==> src/rtl/wb_port_sched_if.sv <==
// Writeback request/grant bundle between the requesters and the writeback-port scheduler.
interface wb_port_sched_if;
   logic       alu_req;
   logic       alu_rd;
   logic       mem_req;
   logic       link_req;
   logic       flush;
   logic       alu_gnt;
   logic       mem_gnt;
   logic       link_gnt;
   logic [1:0] reg_dst_sel;
   logic [1:0] wb_data_sel;
   logic       reg_write;
   logic       wb_busy;

   modport master (
      output alu_req, alu_rd, mem_req, link_req, flush,
      input  alu_gnt, mem_gnt, link_gnt, reg_dst_sel, wb_data_sel, reg_write, wb_busy
   );

   modport slave (
      input  alu_req, alu_rd, mem_req, link_req, flush,
      output alu_gnt, mem_gnt, link_gnt, reg_dst_sel, wb_data_sel, reg_write, wb_busy
   );
endinterface

==> src/rtl/wb_port_sched.sv <==
// Register-file writeback port scheduler: arbitrates ALU, load and link writes, one write per two cycles,
// with an anti-starvation promotion for the ALU requester.
module wb_port_sched #(
   parameter int STARVE_LIMIT = 3
) (
   input logic            clk,
   input logic            reset,
   wb_port_sched_if.slave wb
);

   localparam int CW = (STARVE_LIMIT < 1) ? 1 : $clog2(STARVE_LIMIT + 1);
   localparam logic [CW-1:0] LIMIT = CW'(STARVE_LIMIT);

   typedef enum logic [1:0] {IDLE, SETUP, WRITE} state_e;
   typedef enum logic [1:0] {SRC_ALU, SRC_MEM, SRC_LINK} src_e;

   state_e        state_q, state_d;
   src_e          win_q, win_d;
   src_e          arb_win;
   logic [1:0]    dst_q, dst_d;
   logic [1:0]    data_q, data_d;
   logic [CW-1:0] starve_q, starve_d;
   logic          alu_m, mem_m, link_m;
   logic          arb_en, found, writing;

   // The requester being written this cycle is masked so it cannot win twice for one request.
   always_comb begin
      alu_m   = wb.alu_req  && !(state_q == WRITE && win_q == SRC_ALU);
      mem_m   = wb.mem_req  && !(state_q == WRITE && win_q == SRC_MEM);
      link_m  = wb.link_req && !(state_q == WRITE && win_q == SRC_LINK);
      arb_en  = (state_q == WRITE) || (state_q == IDLE && !wb.flush);
      found   = arb_en && (alu_m || mem_m || link_m);
      arb_win = SRC_ALU;
      if (alu_m && starve_q == LIMIT) arb_win = SRC_ALU;
      else if (mem_m)                 arb_win = SRC_MEM;
      else if (link_m)                arb_win = SRC_LINK;
   end

   always_ff @(posedge clk or negedge reset) begin
      if (!reset) state_q <= IDLE;
      else        state_q <= state_d;
   end

   always_comb begin
      state_d = state_q;
      unique case (state_q)
         IDLE:    if (found) state_d = SETUP;
         SETUP:   state_d = wb.flush ? IDLE : WRITE;
         WRITE:   state_d = found ? SETUP : IDLE;
         default: state_d = IDLE;
      endcase
   end

   // Mux selects are captured at arbitration so they are stable through SETUP and WRITE.
   always_comb begin
      win_d    = win_q;
      dst_d    = dst_q;
      data_d   = data_q;
      starve_d = starve_q;
      if (found) begin
         win_d = arb_win;
         unique case (arb_win)
            SRC_MEM:  begin dst_d = 2'b00; data_d = 2'b01; end
            SRC_LINK: begin dst_d = 2'b11; data_d = 2'b10; end
            default:  begin dst_d = {1'b0, wb.alu_rd}; data_d = 2'b00; end
         endcase
      end
      if (state_q == WRITE && win_q == SRC_ALU)                         starve_d = '0;
      else if (arb_en && !wb.alu_req)                                   starve_d = '0;
      else if (found && arb_win != SRC_ALU && starve_q != LIMIT)        starve_d = starve_q + CW'(1);
   end

   always_ff @(posedge clk or negedge reset) begin
      if (!reset) begin
         win_q    <= SRC_ALU;
         dst_q    <= 2'b00;
         data_q   <= 2'b00;
         starve_q <= '0;
      end else begin
         win_q    <= win_d;
         dst_q    <= dst_d;
         data_q   <= data_d;
         starve_q <= starve_d;
      end
   end

   always_comb begin
      writing        = (state_q == WRITE);
      wb.reg_write   = writing;
      wb.alu_gnt     = writing && win_q == SRC_ALU;
      wb.mem_gnt     = writing && win_q == SRC_MEM;
      wb.link_gnt    = writing && win_q == SRC_LINK;
      wb.reg_dst_sel = dst_q;
      wb.wb_data_sel = data_q;
      wb.wb_busy     = (state_q != IDLE);
   end

endmodule
==> src/flat_wrapper.sv <==
// flat-port wrapper written by rule: the top's interface ports become plain ports
module wb_port_sched_flat 
#(
   parameter int STARVE_LIMIT = 3
)
  (clk, reset, wb_alu_req, wb_alu_rd, wb_mem_req, wb_link_req, wb_flush, wb_alu_gnt, wb_mem_gnt, wb_link_gnt, wb_reg_dst_sel, wb_wb_data_sel, wb_reg_write, wb_wb_busy);
  wb_port_sched_if wb_i ();
  input logic clk;
  input logic reset;
  input wire logic [$bits(wb_i.alu_req)-1:0] wb_alu_req;
  input wire logic [$bits(wb_i.alu_rd)-1:0] wb_alu_rd;
  input wire logic [$bits(wb_i.mem_req)-1:0] wb_mem_req;
  input wire logic [$bits(wb_i.link_req)-1:0] wb_link_req;
  input wire logic [$bits(wb_i.flush)-1:0] wb_flush;
  output wire logic [$bits(wb_i.alu_gnt)-1:0] wb_alu_gnt;
  output wire logic [$bits(wb_i.mem_gnt)-1:0] wb_mem_gnt;
  output wire logic [$bits(wb_i.link_gnt)-1:0] wb_link_gnt;
  output wire logic [$bits(wb_i.reg_dst_sel)-1:0] wb_reg_dst_sel;
  output wire logic [$bits(wb_i.wb_data_sel)-1:0] wb_wb_data_sel;
  output wire logic [$bits(wb_i.reg_write)-1:0] wb_reg_write;
  output wire logic [$bits(wb_i.wb_busy)-1:0] wb_wb_busy;
  assign wb_i.alu_req = wb_alu_req;
  assign wb_i.alu_rd = wb_alu_rd;
  assign wb_i.mem_req = wb_mem_req;
  assign wb_i.link_req = wb_link_req;
  assign wb_i.flush = wb_flush;
  assign wb_alu_gnt = wb_i.alu_gnt;
  assign wb_mem_gnt = wb_i.mem_gnt;
  assign wb_link_gnt = wb_i.link_gnt;
  assign wb_reg_dst_sel = wb_i.reg_dst_sel;
  assign wb_wb_data_sel = wb_i.wb_data_sel;
  assign wb_reg_write = wb_i.reg_write;
  assign wb_wb_busy = wb_i.wb_busy;
  wb_port_sched #(.STARVE_LIMIT(STARVE_LIMIT)) u_core (.clk(clk), .reset(reset), .wb(wb_i));
endmodule
==> config.mk <==
export PLATFORM = sky130hd
export DESIGN_NAME = wb_port_sched_flat
export DESIGN_NICKNAME = d
export VERILOG_FILES = /design/src/rtl/wb_port_sched_if.sv /design/src/rtl/wb_port_sched.sv /design/src/flat_wrapper.sv
export SDC_FILE = /design/constraint.sdc
export NUM_CORES = 1
export LEC_CHECK = 0
export ABC_CLOCK_PERIOD_IN_PS = 4150
export BUFFER_PORTS_ARGS = -buffer_cell sky130_fd_sc_hd__buf_4
export CAP_MARGIN = 15
export CORE_MARGIN = 3
export CORE_UTILIZATION = 45
export CTS_BUF_LIST = sky130_fd_sc_hd__clkbuf_4
export DETAILED_ROUTE_END_ITERATION = 10
export GPL_ROUTABILITY_DRIVEN = 0
export HOLD_SLACK_MARGIN = 0.03
export PLACE_DENSITY = 0.7
export SKIP_LAST_GASP = 1
export SLEW_MARGIN = 30
export SYNTH_ARGS = -nofsm -noshare
export SYNTH_HDL_FRONTEND = slang
export SYNTH_SLANG_ARGS = --single-unit
==> constraint.sdc <==
create_clock -name clk -period 4.15 [get_ports clk]
set_input_delay 0.83 -clock clk [delete_from_list [all_inputs] [get_ports clk]]
set_output_delay 0.83 -clock clk [all_outputs]
set_load 0.005 [all_outputs]
### After elaboration in Yosys (flattened, before gate mapping)

Index checks and enable logic that the tools add are counted.

* bits in writable memories: 0
* memory bits (read-only): 0
* bits in latches: 0
* memories kept: 0
* register bits after elaboration: 10
* output and inout bits: 9

* bitwise operators: 0
* multipliers: 0
* divide/modulo/power cells: 0
* multiplexer cells: 12
* $lt $le $gt $ge: 0
* equal/unequal tests: 9
* $add $sub $neg: 1
* shifts and indexed selects: 0
* reduce and logical (&&, ||, !) cells: 25

Operators by type and width (count)
* $mux W2: 8
* $logic_and A1 B1 Y1: 12
* $eq A2 B2 Y1 const B: 4
* $pmux W2 S2: 2
* $eq A2 B1 Y1 const B: 3
* $pmux W2 S3: 1
* $logic_not A1 Y1: 5
* $logic_not A2 Y1: 2
* $reduce_bool A2 Y1: 2
* $logic_or A1 B1 Y1: 3
* $reduce_bool A3 Y1: 1
* $add A2 B1 Y2 const B: 1
* $ne A2 B1 Y1 const B: 1
* $ne A2 B2 Y1 const B: 1
* $mux W1: 1

### Logic depth before layout (Yosys ltp)

Gate-level depths: netlist of the first run.

* word-level depth: 13
* mapped depth: 8
* depth with buffers taken out: 8

### Least setup slack after synthesis of the first run

No wires, ideal clock.

* path type: reg-to-reg
* from: register u_core.win_q[0]
* to: register u_core.dst_q[0], in the netlist u_core.wb.reg_dst_sel[0]
* data required time: 4.025 ns
* stages on the path, launching flop included: 7
* slack: 1.832 ns
* arrival: 2.193 ns
* period minus slack after synthesis: 2.318 ns
* path buffers: 0
* setup time: 0.125 ns
* cells stage by stage: dfrtp_1 -> or4b_4 -> and2_2 -> a21o_1 -> ha_1 -> mux2_2 -> mux2_4

* longest elaborated chain between the ends: 9
* elaborated cells between the ends (all ways): 22
* those cells by class: eq/ne (4); mux (4); reduce/logical (14)

Ends and longest elaborated chain
* start, declared: line wb_port_sched.sv:18 `src_e win_q, win_d;`
* start signal, assigned: line wb_port_sched.sv:80 `win_q <= win_d;`
* $eq A2 B2 Y1: line wb_port_sched.sv:30 `link_m = wb.link_req && !(state_q == WRITE && win_q == SRC_LINK);`
* $logic_and A1 B1 Y1: line wb_port_sched.sv:30
* $logic_not A1 Y1: line wb_port_sched.sv:30
* $logic_and A1 B1 Y1: line wb_port_sched.sv:30
* $mux W2: line wb_port_sched.sv:36 `else if (link_m) arb_win = SRC_LINK;`
* $mux W2: line wb_port_sched.sv:35 `else if (mem_m) arb_win = SRC_MEM;`
* $mux W2: line wb_port_sched.sv:34 `if (alu_m && starve_q == LIMIT) arb_win = SRC_ALU;`
* $eq A2 B2 Y1 or $eq A2 B1 Y1 (tied branches): line wb_port_sched.sv:62 `unique case (arb_win)`
* $pmux W2 S2: line wb_port_sched.sv:62
* end signal, assigned: line wb_port_sched.sv:81 `dst_q <= dst_d;`
* end, declared: line wb_port_sched.sv:20 `logic [1:0] dst_q, dst_d;`

Several ways; a longest one is shown, not always the timed one.
A chain may end at the register's enable or synchronous reset.

### Final worst setup path of the first run

* from: register u_core.state_q[0]
* to: register u_core.dst_q[0], in the netlist u_core.wb.reg_dst_sel[0]

* longest elaborated chain between the ends: 9
* elaborated cells between the ends (all ways): 23
* those cells by class: eq/ne (3); mux (4); reduce/logical (16)

Ends and longest elaborated chain
* start, declared: line wb_port_sched.sv:17 `state_e state_q, state_d;`
* start signal, assigned: line wb_port_sched.sv:41 `else state_q <= state_d;`
* $eq A2 B2 Y1
* $logic_and A1 B1 Y1: line wb_port_sched.sv:30
* $logic_not A1 Y1: line wb_port_sched.sv:30
* $logic_and A1 B1 Y1: line wb_port_sched.sv:30
* $mux W2: line wb_port_sched.sv:36
* $mux W2: line wb_port_sched.sv:35
* $mux W2: line wb_port_sched.sv:34
* $eq A2 B2 Y1 or $eq A2 B1 Y1 (tied branches): line wb_port_sched.sv:62
* $pmux W2 S2: line wb_port_sched.sv:62

Several ways; a longest one is shown, not always the timed one.

==> qor_table.md, run 1 <==
| Quantity | Reported | Unit |
|:---|:---|:---|
| Status | completed | - |
| Number of distinct library cells after synthesis | 28 | - |
| Areal power density over the cells | 522.8 | nW/um^2 |
| Final worst-path setup slack | 1.714 | ns |
| Placement-stage worst setup slack | 1.719 | ns |
| Post-Synthesis Mean Instance Area | 11.43 | um^2 |
| Pint | 0.2627 | mW |
| Reported net switching power | 0.1324 | mW |
| Initial core utilization | 51.05 | % |
| Leakage power | 0.3791 | nW |
| Vias per inst | 5.576 | - |
| Reg clk slew, reported paths | 0.06 | ns |
| Relative slew slack | 73.31 | % |
| Commonest cells after routing, fill and taps aside | sky130_fd_sc_hd__buf_4, sky130_fd_sc_hd__dfrtp_1, sky130_fd_sc_hd__inv_1, sky130_fd_sc_hd__a21oi_1, sky130_fd_sc_hd__ha_1 | - |
| Final clock period utilization by the worst path | 58.69 | % |
| Worst-case clock skew | 0.004875 | ns |
| Num ports | 16 | - |
| Largest net degree at the start of global routing | 10 | - |
| Routed wirelength normalized by instance count | 14.19 | um |
| Setup fix buffers added after clock tree synthesis | 0 | - |
| Detailed placer's ending HPWL | 933.4 | um |
| Source-to-sink clock delay at the later pin of the worst-skew pair | 0.26 | ns |
| Synthesized instance count | 53 | - |
| Sum of negative setup slack | 0 | ns |
| Kind of start point of the critical path | flop | - |
| Clock buffer count from CTS | 3 | - |
| Hold buffers post-CTS | 0 | - |
| Post_cts resized | 0 | - |
| Die Wd | 42.69 | um |
| Root buffer cell | sky130_fd_sc_hd__clkbuf_4 | - |
| Overall die height | 42.69 | um |
| Area growth from synthesis to layout | 24.79 | % |
| Synthesis Warnings | 0 | - |
| Maximum clock rate | 0.4105 | GHz |
| Time the worst path needs with I/O delays and setup | 2.436 | ns |
| Fraction of layout cells with a size suffix above 1 | 46.48 | % |
| Kind of end point of the critical path | flop | - |
| Number of synthesized register bits | 9 | - |
| Fill cells | 100 | - |
| Share of power burned in the clock network | 17.1 | % |
| Number of nets with antenna violations after detailed routing | 0 | - |
| Count of final hold-check violations | 0 | - |
| Nets | 83 | - |
| Switching share of total power | 33.50 | % |
| Post-synthesis cell area | 605.6 | um^2 |
| Number of maximum-capacitance constraint violations | 0 | - |
| Data required time of the critical path | 4.29 | ns |
| Total die area | 1822 | um^2 |
| Final design area excluding fillers | 755.7 | um^2 |
| Routed vias | 474 | - |
| Number of iterations in the first detailed-routing pass | 4 | - |
| Port buffer count | 15 | - |
| Placement Rows | 12 | - |
| Inserted Diodes | 0 | - |
| Global Route Usage Sum | 14.17 | % |
| First-pass GRT wire length | 1904 | um |
| Worst Max-Slew Pin Slew | 0.3962 | ns |
| Number of antenna violations at the first check in global routing | 0 | - |
| Synthesized Nets | 64 | - |
| Number of failing setup endpoints in the final timing report | 0 | - |
| Floorplan Core Area | 1186 | um^2 |
| Fraction of power consumed by combinational cells | 43.1 | % |
| Fraction of synthesized cell area taken by the top area cell type | 37.19 | % |
| Number of design rule violations left after detail routing | 0 | - |
| Data arrival time of the critical path | 2.58 | ns |
| TritonCTS clock tree | done | - |
| Count of pins over their slew limit | 0 | - |
| # H-tree levels | 1 | - |
| FF-to-FF setup slack | 1.71 | ns |
| Number of sinks driven by the clock tree | 9 | - |
| Critical path class | reg -> reg | - |
| Routed WL | 1206 | um |
| Most common cell after layout, fill and taps aside | sky130_fd_sc_hd__buf_4 | - |
| Main area contributors after synthesis | sky130_fd_sc_hd__dfrtp_1, sky130_fd_sc_hd__ha_1, sky130_fd_sc_hd__mux2_4, sky130_fd_sc_hd__nor4bb_4, sky130_fd_sc_hd__inv_1 | - |
| Hold/Removal Path Class | in -> async | - |
| Dpl cell area | 728.2 | um^2 |
| Gr ovfl total | 0 | - |
| Cell taking the most area after synthesis | sky130_fd_sc_hd__dfrtp_1 | - |
| Initial DRC Count | 11 | - |
| Seq/Total Area, Yosys | 37.19 | % |
| RSZ-0062 raised after global routing | no | - |
| Number of global-route vias before repair | 420 | - |
| Number of buffers on the longest clock path | 2 | - |
| Max VDD drop | 0.0003119 | V |
| Register share of total power | 39.8 | % |
| Largest fanout on the critical path | 9 | - |
==> flip-flops by register name (all words and copies together), names as in the netlist <==
| name | flops |
|---|---|
| u_core.starve_q | 2 |
| u_core.state_q | 2 |
| u_core.wb.reg_dst_sel | 2 |
| u_core.wb.wb_data_sel | 1 |
| u_core.win_q | 2 |
==> power by group through the flow <==
stage | clock (mW) | combinational, mW | sequential (mW)
2_1_floorplan | 0 | 0.116 | 0.153
3_3_place_gp | 0 | 0.170 | 0.157
3_5_place_dp | 0 | 0.171 | 0.159
4_1_cts | 0.0711 | 0.172 | 0.157
5_1_grt | 0.0751 | 0.184 | 0.164
6_report | 0.0675 | 0.170 | 0.157
==> final timing paths <==
path | startpoint | endpoint | cells past startpoint
worst min-delay path | reset | u_core.wb.wb_data_sel[0] | 1
worst max register to register | u_core.state_q[0] | u_core.wb.reg_dst_sel[0] | 6
min in group clk | u_core.wb.reg_dst_sel[0] | u_core.wb.reg_dst_sel[0] | 1
worst min register to register | u_core.wb.reg_dst_sel[0] | u_core.wb.reg_dst_sel[0] | 1
worst max-delay path | u_core.state_q[0] | u_core.wb.reg_dst_sel[0] | 6
max in group asynchronous | reset | u_core.starve_q[0] | 1
==> through the flow <==
| step | utilization [%] | hold slack, ns | total power [mW] | std cells |
|---|---|---|---|---|
| finish | 63.71 | 0.3794 | 0.3951 | 85 |
| global placement | 61.39 | 0.4993 | 0.3264 | 81 |
| floorplan | - | 0.4771 | 0.2690 | 53 |
| global route | 63.71 | 0.3695 | 0.4233 | 85 |
| detailed placement | 61.39 | 0.4991 | 0.3302 | 81 |
| CTS | 63.71 | 0.3730 | 0.4001 | 85 |
==> final cells by class <==
type | count | area (um^2) | share of cell area [%]
clock buffers | 3 | 22.52 | 2.980
clock inverters | 1 | 5.005 | 0.6623
inverters | 6 | 22.52 | 2.980
multi-input cells | 37 | 350.3 | 46.36
flip-flops and latches | 9 | 225.2 | 29.80
well taps | 14 | 17.52 | 2.318
repair buffers | 15 | 112.6 | 14.90
==> synth_stat cells <==
master and number:
sky130_fd_sc_hd__buf_4 1, sky130_fd_sc_hd__a21oi_1 4, sky130_fd_sc_hd__nor4_1 1, sky130_fd_sc_hd__nor2_1 1, sky130_fd_sc_hd__nand2_2 1, sky130_fd_sc_hd__a2bb2oi_1 1, sky130_fd_sc_hd__ha_1 4, sky130_fd_sc_hd__a22oi_1 1
sky130_fd_sc_hd__o21ai_0 2, sky130_fd_sc_hd__dfrtp_1 9, sky130_fd_sc_hd__nand3b_1 1, sky130_fd_sc_hd__and4bb_2 1, sky130_fd_sc_hd__o21bai_1 2, sky130_fd_sc_hd__nor4bb_4 1, sky130_fd_sc_hd__inv_1 6, sky130_fd_sc_hd__and2_2 1
sky130_fd_sc_hd__o2bb2ai_2 1, sky130_fd_sc_hd__or2_2 1, sky130_fd_sc_hd__a21o_1 1, sky130_fd_sc_hd__mux2_2 2, sky130_fd_sc_hd__a221oi_1 1, sky130_fd_sc_hd__a22o_1 1, sky130_fd_sc_hd__a21o_2 1, sky130_fd_sc_hd__mux2_4 3
sky130_fd_sc_hd__o32ai_1 2, sky130_fd_sc_hd__and2b_2 1, sky130_fd_sc_hd__nor3b_1 1, sky130_fd_sc_hd__or4b_4 1
==> per-layer routing <==
layer | track usage (%) | up-vias | part of all wire [%]
li1 | - | 234 | -
met1 | 18.59 | 225 | 49
met2 | 20.96 | 13 | 45
met3 | 6.356 | 2 | 5.4
met4 | 3.727 | 0 | 0.66
met5 | 0 | - | 0
==> worst max-delay path, stage by stage (launching register included) <==
cell and delay (ns):
sky130_fd_sc_hd__dfrtp_1 0.48, sky130_fd_sc_hd__or4b_4 0.55, sky130_fd_sc_hd__and2_2 0.23, sky130_fd_sc_hd__a21o_1 0.19, sky130_fd_sc_hd__ha_1 0.28, sky130_fd_sc_hd__mux2_2 0.33, sky130_fd_sc_hd__mux2_4 0.26
==> kinds of logic (layout without fill, tap and decap cells) <==
logic type               count (synthesis)  count (layout)  share of synthesized area [%]
AO/OA/AOI/OAI                           17              17                          21.08
adder cells (fa/ha/maj)                  4               4                          8.265
buffers and inverters                    7              25                          4.959
flip-flops                               9               9                          37.19
multiplexers                             5               5                          11.16
AND/OR/NAND/NOR                         11              11                          17.36
No activity file was read; power rests on OpenSTA's default activity.
==> run 2, diff against run 1 <==
--- a/config.mk
+++ b/config.mk
@@ -5,7 +5,7 @@
 export SDC_FILE = /design/constraint.sdc
 export NUM_CORES = 1
 export LEC_CHECK = 0
-export ABC_CLOCK_PERIOD_IN_PS = 4150
+export ABC_CLOCK_PERIOD_IN_PS = 2130
 export BUFFER_PORTS_ARGS = -buffer_cell sky130_fd_sc_hd__buf_4
 export CAP_MARGIN = 15
 export CORE_MARGIN = 3
@@ -14,7 +14,7 @@
 export DETAILED_ROUTE_END_ITERATION = 10
 export GPL_ROUTABILITY_DRIVEN = 0
 export HOLD_SLACK_MARGIN = 0.03
-export PLACE_DENSITY = 0.7
+export PLACE_DENSITY = 0.73
 export SKIP_LAST_GASP = 1
 export SLEW_MARGIN = 30
 export SYNTH_ARGS = -nofsm -noshare
==> constraint.sdc (replaced) <==
create_clock -name clk -period 2.13 [get_ports clk]
set_input_delay 0.426 -clock clk [delete_from_list [all_inputs] [get_ports clk]]
set_output_delay 0.426 -clock clk [all_outputs]
set_load 0.005 [all_outputs]
==> run 2 against run 1 <==
Against the previous run: the flow now finishes with violations (setup timing); via count grew 7.0%; cell count grew 12%; setup slack lost 1.8 ns; cell area grew 13%; combinational power grew to 2.6 times the previous value; register-to-register slack lost 1.8 ns; critical path depth is the same.
==> qor_table.md, run 2 (synthesis results as in run 1) <==
| Quantity | Reported | Unit |
|:---|:---|:---|
| Status | complete, but fails checks | - |
| Violations in the final reports | setup timing | - |
| Detailed placer's ending HPWL | 1130 | um |
| Number of antenna violations at the first check in global routing | 0 | - |
| Start of the worst register-to-register path | u_core.win_q[0] | - |
| Critical path class | reg -> reg | - |
| Routed wirelength normalized by instance count | 13.99 | um |
| Max VDD drop | 0.0006888 | V |
| Area growth from synthesis to layout | 40.91 | % |
| Fin util | 71.94 | % |
| Final clock period utilization by the worst path | 102.6 | % |
| Relative slew slack | 73.06 | % |
| Vias per inst | 5.337 | - |
| Setup fix buffers added after clock tree synthesis | 0 | - |
| Source-to-sink clock delay at the later pin of the worst-skew pair | 0.25 | ns |
| CP max-delay cell | sky130_fd_sc_hd__or4b_4 | - |
| Cell class contributing the biggest share of worst-path delay | simple AND/OR/NAND/NOR gates | - |
| Count of placed standard cells including taps | 90 | - |
| Final worst-path setup slack | -0.05486 | ns |
| Worst Max-Slew Pin Slew | 0.4017 | ns |
| Worst hold endpoint | u_core.state_q[1] | - |
| Hold depth | 2 | - |
| Nets | 93 | - |
| Root buffer cell | sky130_fd_sc_hd__clkbuf_4 | - |
| Fraction of layout cells with a size suffix above 1 | 55.56 | % |
| Sum of negative setup slack | -0.06230 | ns |
| Post-route insts no fill | 95 | - |
| End of the worst register-to-register path | u_core.wb.reg_dst_sel[0] | - |
| Critical Path Max Stage Delay | 0.54 | ns |
| Initial DRC Count | 5 | - |
| First-pass GRT wire length | 2173 | um |
| Time the worst path needs with I/O delays and setup | 2.185 | ns |
| Crit path top cell by count | sky130_fd_sc_hd__mux2_4 | - |
| Fill cells | 92 | - |
| Kind of start point of the critical path | flop | - |
| Initial core utilization | 51.05 | % |
| Kind of end point of the critical path | flop | - |
| Number of sinks driven by the clock tree | 9 | - |
| TritonCTS clock tree | done | - |
| Routed WL | 1329 | um |
| Overall die height | 42.69 | um |
| Global Route Usage Sum | 15.41 | % |
| Inserted Diodes | 0 | - |
| Largest net degree at the start of global routing | 10 | - |
| Largest fanout on the critical path | 3 | - |
| Data required time of the critical path | 2.27 | ns |
| Commonest cells after routing, fill and taps aside | sky130_fd_sc_hd__buf_4, sky130_fd_sc_hd__dfrtp_1, sky130_fd_sc_hd__inv_1, sky130_fd_sc_hd__mux2_4, sky130_fd_sc_hd__clkbuf_4 | - |
| Final design area excluding fillers | 853.3 | um^2 |
| Number of nets with antenna violations after detailed routing | 0 | - |
| Gr ovfl total | 0 | - |
| Number of failing setup endpoints in the final timing report | 2 | - |
| Number of buffers on the longest clock path | 2 | - |
| RSZ-0062 raised after global routing | yes | - |
| Maximum clock rate | 0.4577 | GHz |
| Number of maximum-capacitance constraint violations | 0 | - |
| Count of pins over their slew limit | 0 | - |
| Path depth of the worst reg2reg path | 6 | - |
| Floorplan Core Area | 1186 | um^2 |
| Die Wd | 42.69 | um |
| FF-to-FF setup slack | -0.05 | ns |
| Worst-case clock skew | 0.004247 | ns |
| Dpl cell area | 807.0 | um^2 |
| Leakage power | 0.4329 | nW |
| Routed vias | 507 | - |
| # H-tree levels | 1 | - |
| Areal power density over the cells | 1004 | nW/um^2 |
| Number of global-route vias before repair | 526 | - |
| Hold/Removal Path Class | in -> reg | - |
| Reg clk slew, reported paths | 0.06 | ns |
| Clock buffer count from CTS | 3 | - |
| Total die area | 1822 | um^2 |
| Buf/Inv on CP | 0 | - |
| Number of design rule violations left after detail routing | 0 | - |
| Number of iterations in the first detailed-routing pass | 3 | - |
| Port buffer count | 15 | - |
| Crit path cell chain | or4b_4, and2_4, a21o_1, ha_1, mux2_4, mux2_4 | - |
| Count of final hold-check violations | 0 | - |
| Most common cell after layout, fill and taps aside | sky130_fd_sc_hd__buf_4 | - |
| Placement Rows | 12 | - |
| Worst min-delay path startpoint | wb_flush | - |
| Data arrival time of the critical path | 2.33 | ns |
| Num ports | 16 | - |
run 2: metal layers:
layer / share of wire (%) / global-route usage, % / vias up
li1: - / - / 255
met1: 48 / 18.11 / 232
met2: 45 / 26.35 / 18
met3: 6.6 / 4.661 / 2
met4: 0.38 / 4.969 / 0
met5: 0 / 0 / -
run 2: worst max path at each step:
stage,startpoint,end,slack (ns),cells past startpoint
after detailed placement,u_core.win_q[0],u_core.wb.reg_dst_sel[0],-0.08,7
final,u_core.win_q[0],u_core.wb.reg_dst_sel[0],-0.05,6
after global placement,u_core.win_q[0],u_core.wb.reg_dst_sel[0],-0.02,6
after global routing,u_core.win_q[0],u_core.wb.reg_dst_sel[0],-0.11,6
after CTS,u_core.win_q[0],u_core.wb.reg_dst_sel[0],-0.06,6
after floorplan,u_core.win_q[0],u_core.wb.reg_dst_sel[0],-0.11,6
run 2: report_power, final:
| group | switching [mW] | internal (mW) |
|---|---|---|
| clock network | 0.0520 | 0.0844 |
| registers | 0.0401 | 0.238 |
| logic | 0.180 | 0.262 |
| total | 0.272 | 0.585 |
run 2: repair_timing:
item | 4_1_cts | 5_1_grt
endpoints found under the setup margin | 3 | 3
endpoints found under the hold margin | 9 | 0
hold buffers | 1 | 0
resized for setup | 2 | 0
gates cloned | 0 | 0
run 2: metrics by stage:
stage / hold slack [ns] / total power [mW] / worst slack, ns
finish: 0.3608 / 0.8571 / -0.05486
floorplan: 0.1304 / 0.5335 / -0.1080
global route: 0.3557 / 0.9213 / -0.1122
global placement: 0.2515 / 0.7074 / -0.01756
CTS: 0.3560 / 0.8676 / -0.06201
detailed placement: 0.2525 / 0.7229 / -0.07514
run 2: final cells by class:
class	instances	area [um^2]	share of cell area, %
Sequential cell	9	225.2	26.39
Timing Repair Buffer	25	190.2	22.29
Tap cell	14	17.52	2.053
Clock buffer	4	30.03	3.519
Multi-Input combinational cell	37	367.9	43.11
Inverter	6	22.52	2.639
run 2: worst reg2reg max path: stages (launching register included):
cell and delay, ns:
sky130_fd_sc_hd__dfrtp_1 0.38, sky130_fd_sc_hd__or4b_4 0.54, sky130_fd_sc_hd__and2_4 0.16, sky130_fd_sc_hd__a21o_1 0.17, sky130_fd_sc_hd__ha_1 0.29, sky130_fd_sc_hd__mux2_4 0.29, sky130_fd_sc_hd__mux2_4 0.25
==> run 3, diff against run 2 <==
--- a/config.mk
+++ b/config.mk
@@ -9,12 +9,12 @@
 export BUFFER_PORTS_ARGS = -buffer_cell sky130_fd_sc_hd__buf_4
 export CAP_MARGIN = 15
 export CORE_MARGIN = 3
-export CORE_UTILIZATION = 45
+export CORE_UTILIZATION = 35
 export CTS_BUF_LIST = sky130_fd_sc_hd__clkbuf_4
 export DETAILED_ROUTE_END_ITERATION = 10
 export GPL_ROUTABILITY_DRIVEN = 0
 export HOLD_SLACK_MARGIN = 0.03
-export PLACE_DENSITY = 0.73
+export PLACE_DENSITY = 0.65
 export SKIP_LAST_GASP = 1
 export SLEW_MARGIN = 30
 export SYNTH_ARGS = -nofsm -noshare
==> run 3 against run 2 <==
Against the previous run: the flow still finishes with violations (setup timing); sequential share of layout area is 0.57 points lower; maximum frequency shrank 0.86%; clock skew is 0.0037 ns lower; non-clock buffer count fell by 1; first-iteration DRC count decreased by 80%; register-to-register slack got worse by 0.02 ns; cell area rose by 2.2%; setup slack got worse by 0.019 ns; combinational power increased by 2%; sequential power hardly changed; clock-buffer cell count did not move; critical path type unchanged; highest routed layer unchanged.
==> qor_table.md, run 3 (synthesis results as in run 1) <==
| Quantity | Reported | Unit |
|:---|:---|:---|
| Status | complete, but fails checks | - |
| Violations in the final reports | setup timing | - |
| Largest fanout on the critical path | 3 | - |
| Die Wd | 47.60 | um |
| Number of maximum-capacitance constraint violations | 0 | - |
| Areal power density over the cells | 998.2 | nW/um^2 |
| Worst hold endpoint | u_core.state_q[1] | - |
| Reported net switching power | 0.2763 | mW |
| End of the worst register-to-register path | u_core.wb.reg_dst_sel[0] | - |
| Number of antenna violations at the first check in global routing | 0 | - |
| Detailed placer's ending HPWL | 1013 | um |
| Floorplan Core Area | 1559 | um^2 |
| Routed wirelength normalized by instance count | 13.41 | um |
| Num ports | 16 | - |
| Port buffer count | 15 | - |
| Initial core utilization | 38.84 | % |
| Final clock period utilization by the worst path | 103.5 | % |
| Root buffer cell | sky130_fd_sc_hd__clkbuf_4 | - |
| Path depth of the worst reg2reg path | 6 | - |
| CP max-delay cell | sky130_fd_sc_hd__or4b_4 | - |
| Initial DRC Count | 1 | - |
| Worst min-delay path startpoint | wb_flush | - |
| Share of power burned in the clock network | 15.8 | % |
| # H-tree levels | 1 | - |
| Routed vias | 487 | - |
| Crit path cell chain | or4b_4, and2_4, a21o_1, ha_4, mux2_4, mux2_4 | - |
| TritonCTS clock tree | done | - |
| Kind of end point of the critical path | flop | - |
| Number of global-route vias before repair | 532 | - |
| Worst Max-Slew Pin Slew | 0.4543 | ns |
| Routed WL | 1287 | um |
| FF-to-FF setup slack | -0.07 | ns |
| Placement Rows | 14 | - |
| Final worst-path setup slack | -0.07377 | ns |
| Leakage power | 0.4331 | nW |
| Count of pins over their slew limit | 0 | - |
| Worst-case clock skew | 0.0005802 | ns |
| Vias per inst | 5.073 | - |
| Hold depth | 2 | - |
| Fraction of layout cells with a size suffix above 1 | 56.25 | % |
| Gr ovfl total | 0 | - |
| Sum of negative setup slack | -0.08515 | ns |
| Buf/Inv on CP | 0 | - |
| Time the worst path needs with I/O delays and setup | 2.204 | ns |
| Number of buffers on the longest clock path | 2 | - |
| Count of final hold-check violations | 0 | - |
| Register share of total power | 32.3 | % |
| Global Route Usage Sum | 14.60 | % |
| Fraction of power consumed by combinational cells | 51.9 | % |
| Hold/Removal Path Class | in -> reg | - |
| Relative slew slack | 69.39 | % |
| Critical path class | reg -> reg | - |
| Maximum clock rate | 0.4538 | GHz |
| Data required time of the critical path | 2.27 | ns |
| Max VDD drop | 0.0005700 | V |
| Source-to-sink clock delay at the later pin of the worst-skew pair | 0.25 | ns |
| Number of iterations in the first detailed-routing pass | 2 | - |
| Reg clk slew, reported paths | 0.06 | ns |
| Pint | 0.5942 | mW |
| Inserted Diodes | 0 | - |
| First-pass GRT wire length | 2263 | um |
| Clock buffer count from CTS | 3 | - |
| Nets | 92 | - |
| Number of design rule violations left after detail routing | 0 | - |
| Number of nets with antenna violations after detailed routing | 0 | - |
| Data arrival time of the critical path | 2.34 | ns |
| Count of placed standard cells including taps | 91 | - |
| Largest net degree at the start of global routing | 10 | - |
| Area growth from synthesis to layout | 44.01 | % |
| Post-route insts no fill | 96 | - |
| Total die area | 2265 | um^2 |
| Number of sinks driven by the clock tree | 9 | - |
| Setup fix buffers added after clock tree synthesis | 0 | - |
| Cell class contributing the biggest share of worst-path delay | simple AND/OR/NAND/NOR gates | - |
| Overall die height | 47.60 | um |
| Switching share of total power | 31.74 | % |
| Commonest cells after routing, fill and taps aside | sky130_fd_sc_hd__buf_4, sky130_fd_sc_hd__dfrtp_1, sky130_fd_sc_hd__inv_1, sky130_fd_sc_hd__mux2_4, sky130_fd_sc_hd__clkbuf_4 | - |
| Number of failing setup endpoints in the final timing report | 2 | - |
| Crit path top cell by count | sky130_fd_sc_hd__mux2_4 | - |
| Most common cell after layout, fill and taps aside | sky130_fd_sc_hd__buf_4 | - |
| RSZ-0062 raised after global routing | yes | - |
| Critical Path Max Stage Delay | 0.54 | ns |
| Start of the worst register-to-register path | u_core.win_q[0] | - |
| Kind of start point of the critical path | flop | - |
==> run 3: what timing repair did <==
| action | 4_1_cts | 5_1_grt |
|---|---|---|
| pin swaps | 3 | 3 |
| resized for setup | 4 | 1 |
| setup endpoints to repair | 2 | 4 |
| hold buffers | 1 | 0 |
| endpoints found under the hold margin | 9 | 0 |
==> run 3: worst max path at each step <==
stage	startpoint	to	cells past startpoint
floorplan	u_core.win_q[0]	u_core.wb.reg_dst_sel[0]	6
global placement	u_core.win_q[0]	u_core.wb.reg_dst_sel[0]	6
detailed placement	u_core.win_q[0]	u_core.wb.reg_dst_sel[0]	6
CTS	u_core.win_q[0]	u_core.wb.reg_dst_sel[0]	6
global route	u_core.win_q[0]	u_core.wb.reg_dst_sel[0]	6
finish	u_core.win_q[0]	u_core.wb.reg_dst_sel[0]	6
==> run 3: routing by layer <==
metal,wire (um),vias to the layer above,GRT usage [%]
met5,0,-,0
met4,15,0,9.677
met3,72,2,2.256
met2,597,13,22.99
met1,601,220,18.39
li1,-,252,-
==> run 3: worst register-to-register path: cells and delay by family (launching register included) <==
kind | cells | cell delay, ns
compound gates | 1 | 0.19
simple gates | 2 | 0.71
fa+ha+maj | 1 | 0.28
mux | 2 | 0.53
flops | 1 | 0.38
==> run 3: final cells by class <==
class	instances	area, um^2
Fill cell	145	686.9
Multi-Input combinational cell	37	391.6
Sequential cell	9	225.2
Timing Repair Buffer	24	182.7
Clock buffer	4	30.03
Inverter	6	22.52
Tap cell	16	20.02
==> run 3: power groups by stage <==
stage	logic [mW]	clock network, mW	registers [mW]
6_report	0.452	0.137	0.281
5_1_grt	0.495	0.152	0.293
4_1_cts	0.447	0.146	0.281
3_5_place_dp	0.428	0	0.283
3_3_place_gp	0.422	0	0.280
2_1_floorplan	0.236	0	0.298
==> run 3: metrics by stage <==
step	worst slack [ns]	power (mW)	hold slack, ns	cell area (um^2)	util (%)
floorplan	-0.1080	0.5335	0.1304	616.8	-
global placement	-0.02399	0.7013	0.2530	802.0	51.44
detailed placement	-0.06792	0.7116	0.2557	802.0	51.44
CTS	-0.07472	0.8734	0.3447	868.3	55.70
global route	-0.1496	0.9401	0.3496	872.1	55.94
finish	-0.07377	0.8705	0.3534	872.1	55.94
